**src/rtl/mult_div_unit.sv**
```systemverilog
// mult_div_unit: iterative 32x32 multiply / 32/32 divide unit.
// Operands are reduced to magnitudes at start. 32 radix-2 steps then run on
// one 64-bit accumulator: shift-add for multiply, restoring shift-subtract
// for divide. A final cycle applies the sign correction and loads Hi/Lo.
// A divide by zero skips the iteration and only raises div_zero.
module mult_div_unit (
    input  logic        Clk,
    input  logic        reset,
    input  logic        start,
    input  logic [1:0]  op,
    input  logic [31:0] A,
    input  logic [31:0] B,
    output logic        busy,
    output logic        done,
    output logic        div_zero,
    output logic [31:0] Hi,
    output logic [31:0] Lo
);

    typedef enum logic [1:0] {
        IDLE = 2'd0,
        CALC = 2'd1,
        FIX  = 2'd2,
        DZ   = 2'd3
    } state_t;

    state_t      state_r;
    state_t      state_nxt_s;

    logic [1:0]  op_r;
    logic [31:0] a_mag_r;
    logic [31:0] b_mag_r;
    logic [63:0] acc_r;
    logic [4:0]  cnt_r;
    logic        neg_q_r;      // product or quotient must be negated
    logic        neg_rem_r;    // remainder must be negated
    logic        busy_r;
    logic        done_r;
    logic        div_zero_r;
    logic [31:0] hi_r;
    logic [31:0] lo_r;

    logic        is_div_s;
    logic        a_neg_s;
    logic        b_neg_s;
    logic [31:0] a_mag_s;
    logic [31:0] b_mag_s;
    logic [32:0] mul_sum_s;
    logic [32:0] div_rem_sh_s;
    logic [33:0] div_diff_s;
    logic [63:0] acc_step_s;
    logic [63:0] mul_res_s;
    logic [31:0] quo_res_s;
    logic [31:0] rem_res_s;

    assign busy     = busy_r;
    assign done     = done_r;
    assign div_zero = div_zero_r;
    assign Hi       = hi_r;
    assign Lo       = lo_r;

    // Operand decode: signedness and magnitudes of the incoming A/B.
    always_comb begin
        is_div_s = op[1];
        a_neg_s  = (~op[0]) & A[31];
        b_neg_s  = (~op[0]) & B[31];
        if (a_neg_s) begin
            a_mag_s = 32'd0 - A;
        end else begin
            a_mag_s = A;
        end
        if (b_neg_s) begin
            b_mag_s = 32'd0 - B;
        end else begin
            b_mag_s = B;
        end
    end

    // One radix-2 iteration step of the accumulator for the latched operation.
    always_comb begin
        mul_sum_s    = {1'b0, acc_r[63:32]} + (acc_r[0] ? {1'b0, a_mag_r} : 33'd0);
        div_rem_sh_s = acc_r[63:31];
        div_diff_s   = {1'b0, div_rem_sh_s} - {2'b00, b_mag_r};
        acc_step_s   = acc_r;
        if (op_r[1]) begin
            if (!div_diff_s[33]) begin
                acc_step_s = {div_diff_s[31:0], acc_r[30:0], 1'b1};
            end else begin
                acc_step_s = {div_rem_sh_s[31:0], acc_r[30:0], 1'b0};
            end
        end else begin
            acc_step_s = {mul_sum_s, acc_r[31:1]};
        end
    end

    // Sign correction of the finished magnitude results.
    always_comb begin
        if (neg_q_r) begin
            mul_res_s = 64'd0 - acc_r;
            quo_res_s = 32'd0 - acc_r[31:0];
        end else begin
            mul_res_s = acc_r;
            quo_res_s = acc_r[31:0];
        end
        if (neg_rem_r) begin
            rem_res_s = 32'd0 - acc_r[63:32];
        end else begin
            rem_res_s = acc_r[63:32];
        end
    end

    // Next-state decode of the control FSM.
    always_comb begin
        state_nxt_s = state_r;
        case (state_r)
            IDLE: begin
                if (start) begin
                    if (is_div_s && (B == 32'd0)) begin
                        state_nxt_s = DZ;
                    end else begin
                        state_nxt_s = CALC;
                    end
                end else begin
                    state_nxt_s = IDLE;
                end
            end
            CALC: begin
                if (cnt_r == 5'd31) begin
                    state_nxt_s = FIX;
                end else begin
                    state_nxt_s = CALC;
                end
            end
            FIX:     state_nxt_s = IDLE;
            DZ:      state_nxt_s = IDLE;
            default: state_nxt_s = IDLE;
        endcase
    end

    // State register; busy is registered alongside so it tracks the state exactly.
    always_ff @(posedge Clk or negedge reset) begin
        if (!reset) begin
            state_r <= IDLE;
            busy_r  <= 1'b0;
        end else begin
            state_r <= state_nxt_s;
            busy_r  <= (state_nxt_s != IDLE);
        end
    end

    // Datapath: operand latch, iteration, result load and status flags.
    always_ff @(posedge Clk or negedge reset) begin
        if (!reset) begin
            op_r       <= 2'b00;
            a_mag_r    <= 32'd0;
            b_mag_r    <= 32'd0;
            acc_r      <= 64'd0;
            cnt_r      <= 5'd0;
            neg_q_r    <= 1'b0;
            neg_rem_r  <= 1'b0;
            done_r     <= 1'b0;
            div_zero_r <= 1'b0;
            hi_r       <= 32'd0;
            lo_r       <= 32'd0;
        end else begin
            done_r <= 1'b0;
            case (state_r)
                IDLE: begin
                    if (start) begin
                        op_r       <= op;
                        a_mag_r    <= a_mag_s;
                        b_mag_r    <= b_mag_s;
                        // Multiply iterates over the multiplier; divide over the dividend.
                        acc_r      <= {32'd0, (is_div_s ? a_mag_s : b_mag_s)};
                        cnt_r      <= 5'd0;
                        neg_q_r    <= a_neg_s ^ b_neg_s;
                        neg_rem_r  <= a_neg_s;
                        div_zero_r <= 1'b0;
                    end
                end
                CALC: begin
                    acc_r <= acc_step_s;
                    cnt_r <= cnt_r + 5'd1;
                end
                FIX: begin
                    if (op_r[1]) begin
                        hi_r <= rem_res_s;
                        lo_r <= quo_res_s;
                    end else begin
                        hi_r <= mul_res_s[63:32];
                        lo_r <= mul_res_s[31:0];
                    end
                    done_r <= 1'b1;
                end
                DZ: begin
                    done_r     <= 1'b1;
                    div_zero_r <= 1'b1;
                end
                default: begin
                    done_r <= 1'b0;
                end
            endcase
        end
    end

endmodule

```
**config.mk**
```make
export PLATFORM = sky130hd
export DESIGN_NAME = mult_div_unit
export DESIGN_NICKNAME = d
export VERILOG_FILES = /design/src/rtl/mult_div_unit.sv
export SDC_FILE = /design/constraint.sdc
export NUM_CORES = 1
export LEC_CHECK = 0
export ABC_AREA = 1
export BUFFER_PORTS_ARGS = -buffer_cell sky130_fd_sc_hd__clkbuf_2
export CORE_MARGIN = 3
export CORE_UTILIZATION = 60
export DETAILED_ROUTE_END_ITERATION = 10
export PLACE_DENSITY = 0.77
export SYNTH_ARGS = -nofsm -noshare
export SYNTH_HDL_FRONTEND = slang
export SYNTH_SLANG_ARGS = --single-unit
```
**constraint.sdc**
```tcl
create_clock -name Clk -period 3.7 [get_ports Clk]
set_clock_uncertainty 0.1 [all_clocks]
set_input_delay 0.185 -clock Clk [delete_from_list [all_inputs] [get_ports Clk]]
set_output_delay 0.185 -clock Clk [all_outputs]
set_load 0.01 [all_outputs]
```
# [Yosys cells after proc, flatten, opt, wreduce, memory -nomap -nowiden]
# Cells that the tools add are included.
[classes] addsub=8 n_eq_ne=5 mux=22 n_bitwise=4 n_reduce_logical=10
[op_table] op="$mux 32" count=8
[op_table] op="$mux 64" count=4
[op_table] op="$pmux 64 s2" count=1
[op_table] op="$sub 1x32->32 const A" count=4
[op_table] op="$sub 1x64->64 const A" count=1
[op_table] op="$sub 33x32->34" count=1
[op_table] op="$add 32x32->33" count=1
[op_table] op="$logic_not 32->1" count=1
[op_table] op="$pmux 5 s2" count=1
[op_table] op="$mux 2" count=3
[op_table] op="$pmux 2 s3" count=1
[op_table] op="$reduce_and 2->1" count=3
[op_table] op="$reduce_bool 2->1" count=3
[op_table] op="$add 5x1->5 const B" count=1
[op_table] op="$eq 5x5->1 const B" count=1
[op_table] op="$mux 5" count=1
[op_table] op="$eq 2x2->1 const B" count=2
[op_table] op="$and 1x1->1" count=2
[op_table] op="$eq 2x1->1 const B" count=1
[op_table] op="$logic_not 2->1" count=1
[op_table] op="$mux 1" count=2
[op_table] op="$ne 2x2->1 const B" count=1
[op_table] op="$pmux 1 s2" count=1
[op_table] op="$reduce_or 2->1" count=1
[op_table] op="3 further kinds" count=3
[word_totals] register_bits=206 in_bits=69 output_inout_bits=67 wordCells=62

# [Longest topological paths before layout]
# Gate-level depths: netlist of the first run.
[logic_depth] word_depth=6 ltp_mapped=22 depth_no_buf=20

# [Worst setup path after synthesis of the first run]
# Ideal clock, no wire load.
[synth_timing] path_type="flip-flop to flip-flop" startpoint="register acc_r[0]" endpoint="register acc_r[59]" setup_time_ns=0.116 arrival_ns=2.411 t_required_ns=3.484 setup_slack_ns=1.072 stages_incl_launch_ff=22 path_buffers=2 period_less_slack_ns=2.628 path_cell_list="dfrtp_1 > buf_6 > clkbuf_1 > nand2_1 > inv_1 > ha_1 > inv_1 > fa_1 > inv_1 > nand3_1 > nand3_1 > nand2_1 > nand2_1 > nand2_1 > nand2_1 > nand2_1 > nand3_1 > nand2_1 > nor2_1 > nor2_1 > nand2_1 > nand2_1"
[synth_between] elab_chain_cells=4
[synth_lines] element="start: declaration" line="33" source="logic [63:0] acc_r;"
[synth_lines] element="start signal: assignment" line="174" source="acc_r <= {32'd0, (is_div_s ? a_mag_s : b_mag_s)};"
[synth_lines] element="start signal: assignment" line="182" source="acc_r <= acc_step_s;"
[synth_lines] element="$mux 32" line="81" source="mul_sum_s = {1'b0, acc_r[63:32]} + (acc_r[0] ? {1'b0, a_mag_r} : 33'd0);"
[synth_lines] element="$add 32x32->33" line="81"
[synth_lines] element="$mux 64" line="85" source="if (op_r[1]) begin"
[synth_lines] element="$pmux 64 s2" line="167" source="case (state_r)"
# Every way passes these cells.
# A chain may end at the register's enable or synchronous reset.

# [Final worst setup path of the first run]
[layout_timing] startpoint="register state_r[1]" endpoint="register acc_r[8]"
[layout_between] elab_chain_cells=3 word_cells_on_any_way=6 classes_between="2 x eq/ne; 1 x mux; 3 x reduce/logical"
[layout_lines] element="start: declaration" line="27" source="state_t state_r;"
[layout_lines] element="start signal: assignment" line="146" source="state_r <= state_nxt_s;"
[layout_lines] element="$eq 2x1->1 / $logic_not 2->1 (equally long branches)" line="167"
[layout_lines] element="$reduce_bool 2->1 (no line) / $ne 2x2->1 (equally long branches)"
[layout_lines] element="$reduce_and 2->1 (no line)"
# Parallel ways exist; a longest one is shown, timed or not.

==> metrics.txt, run 1 <==
# TYPE chip_impl_metric gauge
chip_impl_info{name="prevailing_post_synth_register_cell",value="dfrtp_1"} 1
chip_impl_metric{name="floorplan.initialDensity",unit="%"} 61.63
chip_impl_metric{name="synth_area",unit="um2"} 18510
chip_impl_metric{name="syn-mean-instance-area",unit="um2"} 6.037
chip_impl_metric{name="final-hold-violation-count",unit=""} 0
chip_impl_metric{name="numClockSinks",unit=""} 205
chip_impl_info{name="hold_path.class",value="input pin to register"} 1
chip_impl_metric{name="synth_async_sr_flop_share",unit="%"} 100.0
chip_impl_metric{name="max_slew_headroom",unit="%"} 23.96
chip_impl_metric{name="cap_violations",unit=""} 0
chip_impl_metric{name="placedInstanceArea",unit="um2"} 19650
chip_impl_metric{name="cts_buffer_depth",unit=""} 3
chip_impl_metric{name="h_tree_levels",unit=""} 1
chip_impl_metric{name="wire_length_of_the_first_global_routing_pass",unit="um"} 113500
chip_impl_metric{name="total_area_of_multi_input_combinational_cells",unit="um2"} 11370
chip_impl_info{name="worstSetupEndpointType",value="register"} 1
chip_impl_metric{name="yosysWarningCount",unit=""} 0
chip_impl_info{name="cp-start-kind",value="register"} 1
chip_impl_metric{name="antenna_violating_nets_left",unit=""} 0
chip_impl_metric{name="timing_worst_slew_pin_value",unit="ns"} 1.138
chip_impl_metric{name="grt-ovfl-total",unit=""} 0
chip_impl_metric{name="layout.cell_area.non_filler",unit="um2"} 21040
chip_impl_metric{name="area_delta_synth_final",unit="%"} 13.65
chip_impl_metric{name="vdd_ir_drop_max",unit="uV"} 585.6
chip_impl_metric{name="layout-drive-gt1-share",unit="%"} 8.282
chip_impl_metric{name="final_setup_tns",unit="ns"} 0
chip_impl_metric{name="grt.total_usage",unit="%"} 43.55
chip_impl_metric{name="finish.net_count",unit=""} 3373
chip_impl_metric{name="cellPowerDensity",unit="nW/um2"} 1068
chip_impl_metric{name="gp_congestion",unit=""} 1.197
chip_impl_metric{name="wire_length_per_cell",unit="um"} 20.23
chip_impl_metric{name="placementRows",unit=""} 63
chip_impl_metric{name="finalMaxSlewViolations",unit=""} 0
chip_impl_info{name="setup.worst_path.class",value="register to register"} 1
chip_impl_info{name="root_driver",value="clkbuf_16"} 1
chip_impl_metric{name="grt_max_degree",unit=""} 87
chip_impl_metric{name="total_of_endpoints_with_negative_setup_slack_in_the_final_report",unit=""} 0
chip_impl_metric{name="core_area",unit="um2"} 30030
chip_impl_metric{name="clkTransAtPathRegs",unit="ns"} 0.07
chip_impl_metric{name="synth_seq_area_share",unit="%"} 27.71
chip_impl_metric{name="synth.distinct_cells",unit=""} 51
chip_impl_metric{name="synth_edf_count",unit=""} 0
chip_impl_metric{name="critPathArrivalTime",unit="ns"} 3.38
chip_impl_metric{name="vertical_extent_of_the_die",unit="um"} 181.6
chip_impl_metric{name="drt_first_pass_iters",unit=""} 9
chip_impl_metric{name="fin_crit",unit="ns"} 3.073
chip_impl_metric{name="ioPinCount",unit=""} 136
chip_impl_metric{name="worstSkewPairLatency",unit="ns"} 0.56
chip_impl_metric{name="die_w",unit="um"} 181.6
chip_impl_metric{name="post-route-period-util",unit="%"} 83.06
chip_impl_metric{name="dp.final_hpwl",unit="um"} 57710
chip_impl_metric{name="sequential_cell_area",unit="um2"} 5131
chip_impl_metric{name="p_leak",unit="nW"} 11.37
chip_impl_metric{name="grt_pass1_vias",unit=""} 20670
chip_impl_metric{name="synthesis.nets",unit=""} 3207
chip_impl_metric{name="max_clock_freq",unit="MHz"} 325.4
chip_impl_metric{name="vias_per_cell",unit=""} 6.063
chip_impl_metric{name="routed_wl",unit="um"} 73600
chip_impl_metric{name="netlist_instances",unit=""} 3066
chip_impl_metric{name="antenna_found_initial",unit=""} 0
chip_impl_metric{name="die_area",unit="um2"} 32990
chip_impl_metric{name="post_cts_resize_count",unit=""} 0
chip_impl_metric{name="drc",unit=""} 0
chip_impl_info{name="run_status",value="complete, no violations"} 1
chip_impl_metric{name="synth_seq_cells",unit=""} 205
chip_impl_metric{name="vias",unit=""} 22060
chip_impl_info{name="tritoncts",value="done"} 1
chip_impl_metric{name="cts_made_buffers",unit=""} 25
chip_impl_metric{name="io_buffer_count",unit=""} 135
chip_impl_metric{name="worst-endpoint-required",unit="ns"} 4.01
chip_impl_metric{name="total_power",unit="mW"} 22.46
chip_impl_metric{name="postCtsSetupRepairBufs",unit=""} 0
chip_impl_metric{name="drt_iter0_drc",unit=""} 3233
chip_impl_metric{name="worstPathMaxFanout",unit=""} 37
chip_impl_metric{name="fill_cells",unit=""} 2689
chip_impl_info{name="unrepaired_setup_endpoints_after_global_routing",value="no"} 1
-- routing by layer --
| metal | global-route usage (%) | vias to the layer above | share of wire (%) |
|---|---|---|---|
| li1 | - | 10120 | - |
| met1 | 56.01 | 9983 | 37 |
| met2 | 66.43 | 1596 | 42 |
| met3 | 9.916 | 361 | 13 |
| met4 | 27.21 | 0 | 8.2 |
| met5 | 0 | - | 0 |
-- worst max-delay path, cell delays in order (launching register included) --
cell and delay [ns]:
dfrtp_1 0.42, inv_1 0.09, nand3_1 0.07, buf_4 0.31, inv_2 0.11, nor2_4 0.84, inv_2 0.57, nand3_1 0.23
o21ai_0 0.11
-- logic make-up after synthesis --
logic type	share of synthesized area, %
compound gates	12.19
flops	27.71
simple gates	40.06
fa+ha+maj	4.948
xor+xnor	4.117
buf+inv	10.98
-- path summary, 6_finish.rpt --
path                            start          end  slack [ns]  depth (start not counted)
hold reg to reg            state_r[1]         done        0.37                          0
max in group asynchronous       reset  a_mag_r[15]        2.51                          3
setup / recovery           state_r[1]     acc_r[8]        0.63                          8
min in group asynchronous       reset       Hi[18]        0.14                          2
hold / removal                  A[11]  a_mag_r[11]        0.03                          4
setup reg to reg           state_r[1]     acc_r[8]        0.63                          8
-- layout by cell type, fill, tap and decap left out, types with 40 or more instances in the layout --
master / n
dlygate4sd3_1: 54
a21oi_1: 123
nand2_1: 1015
o21ai_0: 172
xor2_1: 73
buf_4: 41
a31oi_1: 40
clkbuf_2: 134
inv_1: 425
dfrtp_1: 204
ha_1: 70
nand3_1: 320
nand4_1: 52
nor2_1: 303
-- registers in the layout, indices dropped and copies added, names as in the netlist --
signal     count
Lo            32
a_mag_r       32
Hi            32
neg_q_r        1
done           1
b_mag_r       32
acc_r         64
state_r        2
op_r           1
cnt_r          5
neg_rem_r      1
busy           1
div_zero       1
-- power breakdown --
part	internal [mW]	switching, mW	total, mW
clock	1.53	1.06	2.60
combinational	4.90	10.7	15.6
sequential	3.25	1.05	4.30
-- synthesized netlist by cell type (all sizes together), types with 2 or more instances --
library cell | instances | area share, %
and2 | 3 | 0.10
fa | 2 | 0.22
clkinv | 4 | 0.081
inv | 430 | 8.7
a21oi | 128 | 3.6
a22oi | 8 | 0.32
xor2 | 73 | 3.5
ha | 70 | 4.7
xnor2 | 14 | 0.66
o31ai | 4 | 0.16
o211ai | 10 | 0.51
a22o | 2 | 0.095
nor2 | 311 | 6.4
nand3b | 13 | 0.53
or2 | 8 | 0.27
nand4 | 52 | 1.8
o21ai | 187 | 5.2
nand3 | 321 | 8.7
o21bai | 18 | 0.73
dfrtp | 205 | 28
nor3 | 35 | 1.0
clkbuf | 64 | 1.4
nand2 | 1028 | 21
buf | 29 | 0.82
a31oi | 40 | 1.4
-- cell type report --
cell class	instances	share of cell area (%)
Sequential cell	205	24.39
Multi-Input combinational cell	2334	54.04
Antenna cell	1	0.01190
Clock buffer	33	3.307
Timing Repair Buffer	232	7.476
Tap cell	390	2.320
Clock inverter	10	0.7078
Inverter	434	7.744
-- timing repair --
action                                  in CTS  in global routing
hold buffers                                54                  0
endpoints found under the setup margin       0                  0
hold endpoints to repair                   135                  0
-- per-stage QoR --
stage / worst slack (ns) / instances / utilization, % / hold slack (ns)
2_1_floorplan: 1.072 / 3066 / - / -0.2106
3_3_place_gp: 0.7422 / 3541 / 65.43 / 0.1943
3_5_place_dp: 0.7427 / 3541 / 65.43 / 0.1919
4_1_cts: 0.7250 / 3638 / 70.04 / 0.01848
5_1_grt: 0.4822 / 3638 / 70.04 / 0.04733
6_report: 0.6267 / 3639 / 70.05 / 0.02943
(Power assumes the default switching activity.)
==> inputs of run 2 (changes only) <==
ABC_AREA = 0   (was 1)
CORE_UTILIZATION = 55   (was 60)
PLACE_DENSITY = 0.75   (was 0.77)
clock period = 2.64 ns   (was 3.7 ns; I/O delays follow)
==> run 2 against run 1 <==
The run now ends with setup timing left. Global-route usage fell by 4.3 points. Sequential power up 23%. First-iteration DRC count is 41% lower. Critical path depth is 4 higher. Register-to-register slack got worse by 1.1 ns. Fmax down 1.6%. Cell area is 5.9% higher. Worst hold slack better by 0.0013 ns. Count of clock-buffer cells in the layout decreased by 1. Synthesized cell count decreased by 37%. Largest cell class unchanged.
==> metrics.txt, run 2 <==
# TYPE chip_impl_metric gauge
chip_impl_metric{name="floorplan.initialDensity",unit="%"} 56.57
chip_impl_metric{name="finalMaxSlewViolations",unit=""} 0
chip_impl_metric{name="syn-mean-instance-area",unit="um2"} 8.012
chip_impl_metric{name="post-route-period-util",unit="%"} 118.3
chip_impl_metric{name="drc",unit=""} 0
chip_impl_metric{name="vias_per_cell",unit=""} 6.269
chip_impl_metric{name="wire_length_of_the_first_global_routing_pass",unit="um"} 93650
chip_impl_metric{name="synth.top_cell.area_share",unit="%"} 33.37
chip_impl_info{name="r2r-start",value="acc_r[0]"} 1
chip_impl_metric{name="synth_async_sr_flop_share",unit="%"} 100.0
chip_impl_metric{name="antenna_found_initial",unit=""} 0
chip_impl_metric{name="max_clock_freq",unit="MHz"} 320.1
chip_impl_metric{name="die_area",unit="um2"} 30000
chip_impl_metric{name="drt_first_pass_iters",unit=""} 8
chip_impl_info{name="tritoncts",value="done"} 1
chip_impl_metric{name="hold_depth",unit=""} 5
chip_impl_metric{name="netlist_instances",unit=""} 1919
chip_impl_metric{name="cap_violations",unit=""} 0
chip_impl_metric{name="layout-drive-gt1-share",unit="%"} 33.52
chip_impl_metric{name="crit_buf_inv",unit=""} 1
chip_impl_metric{name="antenna_violating_nets_left",unit=""} 0
chip_impl_info{name="violations",value="setup timing"} 1
chip_impl_metric{name="largest_register_ff_count",unit=""} 64
chip_impl_metric{name="synthesis.nets",unit=""} 2060
chip_impl_metric{name="cts_buffer_depth",unit=""} 3
chip_impl_metric{name="synth_area",unit="um2"} 15370
chip_impl_info{name="worstSetupEndpointType",value="register"} 1
chip_impl_metric{name="critPathArrivalTime",unit="ns"} 3.46
chip_impl_metric{name="numClockSinks",unit=""} 205
chip_impl_info{name="cp-start-kind",value="register"} 1
chip_impl_metric{name="placementRows",unit=""} 60
chip_impl_metric{name="p_leak",unit="nW"} 10.17
chip_impl_info{name="largest-register",value="acc_r"} 1
chip_impl_metric{name="grt.total_usage",unit="%"} 39.23
chip_impl_metric{name="synth_seq_area_share",unit="%"} 33.37
chip_impl_info{name="unrepaired_setup_endpoints_after_global_routing",value="yes"} 1
chip_impl_metric{name="grt-ovfl-total",unit=""} 0
chip_impl_info{name="synthDominantAreaCellType",value="dfrtp_1"} 1
chip_impl_metric{name="routed_wl",unit="um"} 63760
chip_impl_metric{name="reg2regPathDepth",unit=""} 12
chip_impl_metric{name="finish.net_count",unit=""} 2566
chip_impl_metric{name="clkTransAtPathRegs",unit="ns"} 0.07
chip_impl_info{name="synthTopCellsByArea",value="dfrtp_1 33%, o21ai_0 7.5%, nand2_1 6.4%, ha_1 5.7%, xnor2_1 5.3%"} 1
chip_impl_metric{name="gp_congestion",unit=""} 1.029
chip_impl_metric{name="timing_worst_slew_pin_value",unit="ns"} 1.028
chip_impl_info{name="root_driver",value="clkbuf_16"} 1
chip_impl_metric{name="fin_ws",unit="ns"} -0.4843
chip_impl_info{name="prevailing_post_synth_register_cell",value="dfrtp_1"} 1
chip_impl_metric{name="synth_edf_count",unit=""} 0
chip_impl_metric{name="vias",unit=""} 17610
chip_impl_metric{name="yosysWarningCount",unit=""} 0
chip_impl_metric{name="post-route-util",unit="%"} 81.94
chip_impl_metric{name="final_setup_tns",unit="ns"} -15.95
chip_impl_info{name="worstReg2RegEnd",value="acc_r[54]"} 1
chip_impl_metric{name="ioPinCount",unit=""} 136
chip_impl_info{name="hold_end",value="a_mag_r[31]"} 1
chip_impl_metric{name="grt_pass1_vias",unit=""} 16990
chip_impl_info{name="path_cells",value="buf_12 -> and2_4 -> ha_4 -> a21o_1 -> a21o_1 -> a21o_1 -> a21o_1 -> a221o_1 -> a31oi_4 -> xor2_1 -> nor2_1 -> a221o_1"} 1
chip_impl_info{name="crit_family",value="compound AO/OA/AOI/OAI gates"} 1
chip_impl_info{name="hold_path.class",value="input pin to register"} 1
chip_impl_metric{name="cp.depth",unit=""} 12
chip_impl_metric{name="final-hold-violation-count",unit=""} 0
chip_impl_metric{name="worstPathMaxFanout",unit=""} 7
chip_impl_info{name="hold_path_startpoint",value="A[31]"} 1
chip_impl_metric{name="cellPowerDensity",unit="nW/um2"} 1510
chip_impl_metric{name="cts_made_buffers",unit=""} 24
chip_impl_info{name="layout_commonest_cell",value="buf_4"} 1
chip_impl_metric{name="h_tree_levels",unit=""} 1
chip_impl_metric{name="crit_path_largest_cell_delay",unit="ns"} 0.48
chip_impl_metric{name="die_w",unit="um"} 173.2
chip_impl_metric{name="io_buffer_count",unit=""} 135
chip_impl_metric{name="wire_length_per_cell",unit="um"} 22.70
chip_impl_metric{name="core_area",unit="um2"} 27180
chip_impl_metric{name="worstSkewPairLatency",unit="ns"} 0.57
chip_impl_metric{name="synth.distinct_cells",unit=""} 73
chip_impl_metric{name="total_of_endpoints_with_negative_setup_slack_in_the_final_report",unit=""} 70
chip_impl_metric{name="fin_crit",unit="ns"} 3.124
chip_impl_metric{name="area_delta_synth_final",unit="%"} 44.84
chip_impl_metric{name="grt_max_degree",unit=""} 91
chip_impl_metric{name="worst-endpoint-required",unit="ns"} 2.97
chip_impl_info{name="worst_path_max_delay_cell",value="dfrtp_2"} 1
chip_impl_info{name="run_status",value="finished with violations"} 1
chip_impl_info{name="setup.worst_path.class",value="register to register"} 1
chip_impl_metric{name="vertical_extent_of_the_die",unit="um"} 173.2
chip_impl_metric{name="max_slew_headroom",unit="%"} 31.45
chip_impl_info{name="synth_top_cells_by_count",value="263 x nand2_1, 229 x o21ai_0, 205 x dfrtp_1"} 1
chip_impl_info{name="layout_common_cells",value="353 x buf_4, 257 x nand2_1, 200 x dfrtp_1, 179 x o21ai_0, 134 x clkbuf_2"} 1
chip_impl_info{name="synthMostInstantiatedCell",value="nand2_1"} 1
chip_impl_info{name="path_common_cell",value="a21o_1"} 1
chip_impl_metric{name="antennaDiodeCount",unit=""} 0
chip_impl_metric{name="vdd_ir_drop_max",unit="uV"} 1228
chip_impl_metric{name="drt_iter0_drc",unit=""} 1907
chip_impl_metric{name="synth_seq_cells",unit=""} 205
chip_impl_metric{name="timing.reg2reg.setup_slack",unit="ns"} -0.48
chip_impl_metric{name="dp.final_hpwl",unit="um"} 43330
==> run 2: worst max-delay path by stage <==
stage | from | end | slack (ns)
finish | acc_r[0] | acc_r[54] | -0.48
global route | acc_r[0] | acc_r[56] | -0.57
CTS | acc_r[0] | acc_r[54] | -0.44
detailed placement | b_mag_r[1] | acc_r[62] | -0.65
global placement | b_mag_r[1] | acc_r[62] | -0.58
floorplan | acc_r[31] | acc_r[60] | -0.19
==> run 2: report_power, final <==
| group | switching, mW | internal (mW) |
|---|---|---|
| Sequential | 0.950 | 4.35 |
| Combinational | 13.2 | 11.6 |
| Clock | 1.44 | 2.02 |
==> run 2: tightest hold or removal path, cell delays in order <==
cell,delay (ns)
clkbuf_2,0.13
o21a_1,0.14
buf_4,0.13
nand2_1,0.07
nand2_1,0.05
==> run 2: layout make-up <==
cell class / instances / area (um2)
clock buffers: 32 / 690.7
clock inverters: 6 / 108.9
fillers: 1697 / 4907
inverters: 67 / 251.5
multi-input cells: 1536 / 11020
flip-flops and latches: 205 / 5136
well taps: 372 / 465.4
repair buffers: 591 / 4593
==> run 2: kinds of logic after synthesis <==
kind of cell	count (synthesis)	share of synthesized area (%)
compound gates	607	23.45
xor+xnor	169	9.627
fa+ha+maj	72	5.957
buf+inv	178	4.443
flops	205	33.37
mux	56	3.695
simple gates	632	19.46
==> run 2: metal layers <==
metal	vias to the layer above	routed length [um]	GRT usage, %
li1	7793	-	-
met1	8308	23240	48.30
met2	1174	30050	65.99
met3	334	5947	6.192
met4	0	4521	21.62
met5	-	0	0
==> run 2: stage by stage <==
step / cells / power [mW] / worst slack (ns) / hold WS, ns / area (um2)
after floorplan: 1919 / 17.11 / -0.1893 / -0.2636 / 15690
after global placement: 2649 / 24.68 / -0.5828 / 0.1503 / 19030
after detailed placement: 2649 / 25.17 / -0.6529 / 0.1585 / 19030
after CTS: 2779 / 30.54 / -0.4379 / 0.009800 / 21220
after global routing: 2809 / 35.43 / -0.5663 / 0.02975 / 22270
final: 2809 / 33.63 / -0.4843 / 0.03077 / 22270
==> run 2: repair_timing <==
item	in CTS	in global routing
setup buffers	30	32
cloned	3	2
endpoints found under the setup margin	63	88
hold endpoints to repair	145	0
hold buffers	61	0
pin swaps	47	111
resized for setup	118	177
